--- src/rtl/alu_iterative_exec.sv ---
// alu_iterative_exec: handshaked execute ALU with single-cycle logic/arith and a bit-serial shifter
module alu_iterative_exec #(
  parameter int WIDTH   = 32,
  parameter int SHAMT_W = 5
) (
  input  logic               clk,
  input  logic               rst,
  input  logic               in_valid,
  output logic               in_ready,
  input  logic [WIDTH-1:0]   a,
  input  logic [WIDTH-1:0]   b,
  input  logic [3:0]         alu_sel,
  output logic               out_valid,
  input  logic               out_ready,
  output logic [WIDTH-1:0]   result,
  output logic               zero,
  output logic               carry,
  output logic               overflow,
  output logic               sign
);
  typedef enum logic [1:0] {IDLE, SHIFT, DONE} state_t;
  state_t             state;
  logic [WIDTH-1:0]   acc, bx, alu_r, shifted;
  logic [WIDTH:0]     sum;
  logic [SHAMT_W-1:0] cnt, shamt;
  logic [1:0]         kind;
  logic               is_add, is_sub, is_arith, is_shift, ovf, slt, sltu;
  always_comb begin
    is_add   = alu_sel == 4'b0000 || alu_sel == 4'b0010;
    is_sub   = alu_sel == 4'b0001 || alu_sel == 4'b0110;
    is_arith = is_add || is_sub;
    is_shift = alu_sel == 4'b1000 || alu_sel == 4'b1001 || alu_sel == 4'b1010;
    shamt    = b[SHAMT_W-1:0];
    bx       = is_sub ? ~b : b;
    sum      = {1'b0, a} + {1'b0, bx} + {{WIDTH{1'b0}}, is_sub};
    ovf      = (a[WIDTH-1] == bx[WIDTH-1]) && (sum[WIDTH-1] != a[WIDTH-1]);
    slt      = $signed(a) < $signed(b);
    sltu     = a < b;
    alu_r    = is_arith              ? sum[WIDTH-1:0] :
               alu_sel == 4'b0100    ? a | b :
               alu_sel == 4'b0101    ? a & b :
               alu_sel == 4'b0111    ? a ^ b :
               is_shift              ? a :
               alu_sel == 4'b1101    ? {{(WIDTH-1){1'b0}}, slt} :
               alu_sel == 4'b1111    ? {{(WIDTH-1){1'b0}}, sltu} : '0;
    // kind holds alu_sel[1:0]: 00 SLL, 01 SRL, 10 SRA
    shifted  = kind == 2'b00 ? {acc[WIDTH-2:0], 1'b0} :
               kind == 2'b01 ? {1'b0, acc[WIDTH-1:1]} :
                               {acc[WIDTH-1], acc[WIDTH-1:1]};
  end
  always_ff @(posedge clk) begin
    if (rst) begin
      state     <= IDLE;
      in_ready  <= 1'b1;
      out_valid <= 1'b0;
      result    <= '0;
      zero      <= 1'b0;
      carry     <= 1'b0;
      overflow  <= 1'b0;
      sign      <= 1'b0;
      acc       <= '0;
      cnt       <= '0;
      kind      <= '0;
    end else begin
      case (state)
        IDLE: if (in_valid) begin
          in_ready <= 1'b0;
          kind     <= alu_sel[1:0];
          if (is_shift && shamt != '0) begin
            acc   <= a;
            cnt   <= shamt;
            state <= SHIFT;
          end else begin
            result    <= alu_r;
            zero      <= alu_r == '0;
            sign      <= alu_r[WIDTH-1];
            carry     <= is_arith & sum[WIDTH];
            overflow  <= is_arith & ovf;
            out_valid <= 1'b1;
            state     <= DONE;
          end
        end
        SHIFT: begin
          acc <= shifted;
          cnt <= cnt - SHAMT_W'(1);
          if (cnt == SHAMT_W'(1)) begin
            result    <= shifted;
            zero      <= shifted == '0;
            sign      <= shifted[WIDTH-1];
            carry     <= 1'b0;
            overflow  <= 1'b0;
            out_valid <= 1'b1;
            state     <= DONE;
          end
        end
        DONE: if (out_ready) begin
          out_valid <= 1'b0;
          in_ready  <= 1'b1;
          state     <= IDLE;
        end
        default: state <= IDLE;
      endcase
    end
  end
endmodule

--- config.mk ---
export PLATFORM = sky130hd
export DESIGN_NAME = alu_iterative_exec
export DESIGN_NICKNAME = d
export VERILOG_FILES = /design/src/rtl/alu_iterative_exec.sv
export SDC_FILE = /design/constraint.sdc
export NUM_CORES = 1
export LEC_CHECK = 0
export CORE_ASPECT_RATIO = 0.9
export CORE_MARGIN = 4
export CORE_UTILIZATION = 40
export DETAILED_ROUTE_END_ITERATION = 6
export HOLD_SLACK_MARGIN = 0.06
export RECOVER_POWER = 50
export SYNTH_ARGS = -nofsm -noshare
export SYNTH_HDL_FRONTEND = slang
export SYNTH_SLANG_ARGS = --single-unit
--- constraint.sdc ---
create_clock -name clk -period 7.8 [get_ports clk]
set_clock_uncertainty 0.15 [all_clocks]
set_input_delay 1.56 -clock clk [delete_from_list [all_inputs] [get_ports clk]]
set_output_delay 1.56 -clock clk [all_outputs]
set_load 0.02 [all_outputs]
### Word-level counts from Yosys, hierarchy flattened

Index checks and enable logic that the tools add are counted.

* register bits after elaboration: 79
* bits in latches: 0
* memory bits (writable): 0
* input bits: 72
* memories: 0
* memory bits (read-only): 0
* output and inout bits: 38
* logic and storage cells: 114

* bitwise logic cells: 6
* reduce and logical (&&, ||, !) cells: 22
* mux-type cells: 48
* $mul: 0
* add/sub/neg operators: 3
* equality and inequality tests: 22
* shifts and indexed selects: 0
* magnitude comparators: 2
* divide/modulo/power cells: 0

Operator list (number)
* 32-bit two-way mux: 13
* 32-bit one-hot mux with 2 select lines: 2
* 32-bit logical NOT: 2
* 32-bit < comparator: 2
* 32-bit by 32-bit adder with 33-bit output: 1
* 33-bit by 1-bit adder with 33-bit output: 1
* 32-bit bitwise AND: 1
* 32-bit inverter: 1
* 32-bit OR: 1
* 32-bit bitwise XOR: 1
* 4-bit equality test, second input constant: 5
* 1-bit two-way mux: 19
* 4-bit by 3-bit equality test with 1-bit output, second input constant: 4
* 5-bit two-way mux: 2
* 2-bit inequality test, second input constant: 5
* 1-bit one-hot mux with 2 select lines: 5
* 5-bit one-hot mux with 2 select lines: 1
* 3-bit AND reduction: 3
* 2-bit two-way mux: 4
* 2-bit one-hot mux with 3 select lines: 1
* 5-bit by 1-bit equality test with 1-bit output, second input constant: 1
* 1-bit logical OR: 5
* 5-bit AND reduction: 1
* 5-bit nonzero test: 1
* other kinds (16): 21

### Logic depth before layout (Yosys ltp)

* word-level depth: 12
* depth in mapped cells: 18
* mapped depth without buffers: 14

### Worst setup path before layout

No wires, ideal clock.

* kind: input to register
* start point: input alu_sel[0]
* end point: register zero
* stages: 17
* path buffers: 3
* library setup time: 0.084 ns
* required time: 7.566 ns
* arrival: 5.696 ns
* path slack: 1.870 ns
* cell sequence: buf_2 > or4bb_1 > and2_1 > clkbuf_1 > buf_1 > xnor2_1 > ha_1 > a21o_1 > a221o_1 > a221oi_1 > a21oi_2 > or2_2 > a41oi_1 > nand2_1 > a2111oi_0 > nand4b_1 > o31ai_2

* longest elaborated chain between the ends: 12
* elaborated cells between the ends (all ways): 34
* those cells by class: add/sub: 2; eq/ne: 12; mux: 11; reduce/logical: 9

RTL lines
* from (decl): RTL line 12 `input logic [3:0] alu_sel,`
* branches (longest 12 deep; another with 32-bit by 32-bit adder with 33-bit output)
* to (signal assigned): RTL line 57 `zero <= 1'b0;`
* to (signal assigned): RTL line 75 `zero <= alu_r == '0;`
* to (signal assigned): RTL line 88 `zero <= shifted == '0;`
* to (decl): RTL line 16 `output logic zero,`

Several ways; the timed one is not identified. The select of a mux whose other input is x is not followed.
A chain may end at the register's enable or synchronous reset.

### Worst setup path in the final report

* start point: input alu_sel[2]
* end point: register zero

Same word-level chain as after synthesis.

==> flow_metrics.env <==
export IMPL_post_drt_wl_per_cell_um=20.2
export IMPL_synthDistinctLibCells=85
export IMPL_ys_ff_latch=78
export IMPL_p_clk_frac=0.276
export IMPL_cap_violations=1
export IMPL_fp_dieH_um=151
export IMPL_p_int_mw=0.965
export IMPL_holdWs_ns=0.299
export IMPL_yosysSeqAreaShare=0.173
export IMPL_area_growth_pct=17.5
export IMPL_cp_end_kind="flip-flop"
export IMPL_cts_sinks=78
export IMPL_tightest_slew_ns=3.52
export IMPL_synth_flop_cell="dfxtp_1"
export IMPL_routabilityCongestion=0.889
export IMPL_cts_htree_levels=3
export IMPL_clock_latency_ns=0.34
export IMPL_syn_area_um2=9030
export IMPL_grt_pass1_wl_um=49700
export IMPL_worstPathCellList="clkdlybuf4s50_1 > or4bb_1 > and2_2 > buf_4 > xnor2_1 > ha_1 > and2_1 > a221o_1 > a221oi_1 > a21oi_2 > or2_2 > a41oi_1 > nand2_1 > a2111oi_0 > nand4b_1 > o31ai_2"
export IMPL_power_frac_comb=0.435
export IMPL_core_area_um2=21900
export IMPL_slowest_delay_ns=0.65
export IMPL_post_route_min_period_ns=6.48
export IMPL_grt_pass1_vias=8418
export IMPL_status="complete, but fails checks"
export IMPL_violations="capacitance limit, slew limit"
export IMPL_slew_headroom=-1.35
export IMPL_cts_buffer_depth=2
export IMPL_setup_violations_final=0
export IMPL_power_density_nw_per_um2=149
export IMPL_gr_total_overflow=0
export IMPL_p_leak_nw=4.47
export IMPL_die_w_um=166
export IMPL_start_kind="primary input"
export IMPL_async_flop_share=0
export IMPL_maxSlewViolCount=80
export IMPL_grt_max_degree=80
export IMPL_syn_avg_cell_area_um2=7.27
export IMPL_drive_above_1_share=0.0492
export IMPL_via_per_inst=5.95
export IMPL_vias=9482
export IMPL_syn_nets=1444
export IMPL_p_seq_frac=0.289
export IMPL_start_util=0.413
export IMPL_cp_arrival_ns=6.59
export IMPL_ir_worst_vdd_mv=0.103
export IMPL_ant_nets=0
export IMPL_period_share=0.831
export IMPL_cts_root_buffer="clkbuf_16"
export IMPL_antenna_found_initial=0
export IMPL_tns_ns=0
export IMPL_cts_hold_buf=0
export IMPL_cts_tree="yes"
export IMPL_finalPower_mw=1.58
export IMPL_io_buffer_count=109
export IMPL_wl_um=32200
export IMPL_cts_made_buffers=9
export IMPL_yosys_area_top_type="ha_1"
export IMPL_synthCells=1242
export IMPL_cts_resized=0
export IMPL_fill_cells=2220
export IMPL_netSwitchingFraction=0.388
export IMPL_hpwl_um=24900
export IMPL_holdCritPathClass="reg2reg"
export IMPL_synth_warnings=0
export IMPL_cp_slowest_cell="clkdlybuf4s50_1"
export IMPL_final_hold_violation_count=0
export IMPL_drt_iter0_drc=1175
export IMPL_crit_fanout=28
export IMPL_p_sw_mw=0.612
export IMPL_critical_path_class="in2reg"
export IMPL_drt_drc_violations_left=0
export IMPL_first_pass_iters=5
export IMPL_synth_top_cells_by_area="ha_1 (18%), dfxtp_1 (17%), nand2_1 (8.1%)"
export IMPL_clkTransAtPathRegs_ns=0.06
export IMPL_postCtsSetupRepairBufs=0
export IMPL_placementRows=51
export IMPL_crit_required_ns=7.91
export IMPL_clock_fmax_ghz=0.154
export IMPL_die_area_um2=25000
export IMPL_placed_cells=1577
export IMPL_grtUsageTotal=0.247
export IMPL_antennaDiodeCount=0
export IMPL_synth_edf_count=0
export IMPL_nNetsFinal=1499
export IMPL_rsz0062_at_grt="no"
export IMPL_io_pins=110
export IMPL_synth_top_cell_area_share=0.179
export IMPL_final_cells=1593
## placed cells by master, fill, tap and decap left out, drive strengths merged, types with 38 or more instances in the layout
cell type / count
nor2: 72
clkdlybuf4s50: 70
nand2: 196
xnor2: 46
dlygate4sd3: 38
dfxtp: 78
a21oi: 95
o21ai: 63
ha: 129
inv: 89
## registers in the layout, indices dropped and copies added (netlist names)
register / cells
result: 32
acc: 32
zero: 1
out_valid: 1
cnt: 5
kind: 2
state: 2
in_ready: 1
overflow: 1
carry: 1
## critical path, delay by kind of cell
family	cells	cell delay, ns
buf+inv	2	0.94
simple gates	6	1.63
xor+xnor	1	0.18
compound gates	6	1.89
fa+ha+maj	1	0.38
## power by group through the flow
| stage | combinational, mW | clock, mW | sequential (mW) |
|---|---|---|---|
| 2_1_floorplan | 0.429 | 0 | 0.474 |
| 3_3_place_gp | 0.681 | 0 | 0.465 |
| 3_5_place_dp | 0.678 | 0 | 0.465 |
| 4_1_cts | 0.681 | 0.441 | 0.456 |
| 5_1_grt | 0.751 | 0.459 | 0.460 |
| 6_report | 0.685 | 0.435 | 0.456 |
## synthesized netlist by cell type, types with 21 or more instances
library cell  count
a21oi_1          94
a311oi_1         27
a31oi_1          21
and3_1           27
clkbuf_1         65
dfxtp_1          78
ha_1            129
inv_1            88
nand2_1         195
nor2_1           72
nor3_1           24
o21ai_0          56
xnor2_1          46
## path summary, 6_finish.rpt
path	start	slack, ns	depth (start not counted)	end
setup / recovery	alu_sel[2]	1.32	16	zero
hold / removal	result[17]	0.30	2	result[17]
hold reg to reg	result[17]	0.30	2	result[17]
setup reg to reg	state[1]	3.55	11	zero
## cell type report
cell class,instances,area [um2],area share
Multi-Input combinational cell,994,6840,0.644
Clock inverter,4,53.8,0.00507
Inverter,88,330,0.0311
Tap cell,291,364,0.0343
Timing Repair Buffer,126,1210,0.114
Sequential cell,78,1560,0.147
Clock buffer,12,256,0.0242
## metrics by stage
| step | setup slack (ns) | utilization | area (um2) |
|---|---|---|---|
| final | 1.32 | 0.485 | 10600 |
| after global routing | 1.02 | 0.485 | 10600 |
| after CTS | 1.34 | 0.485 | 10600 |
| after detailed placement | 0.988 | 0.471 | 10300 |
| after global placement | 1.09 | 0.471 | 10300 |
| after floorplan | 1.87 | - | 9030 |
## kinds of logic after synthesis
| kind of cell | Yosys count | synth area share |
|---|---|---|
| xor+xnor | 53 | 0.0514 |
| simple gates | 439 | 0.232 |
| flops | 78 | 0.173 |
| mux | 10 | 0.0114 |
| buf+inv | 170 | 0.0740 |
| fa+ha+maj | 130 | 0.181 |
| compound gates | 362 | 0.277 |
## layer usage
layer  share of wire  global-route usage  vias up
met3           0.084              0.0302       28
met4          0.0083              0.0352        0
met5               0                   0        -
met1            0.50               0.392     4467
li1                -                   -     4603
met2            0.41               0.361      384
(Power assumes the default switching activity.)
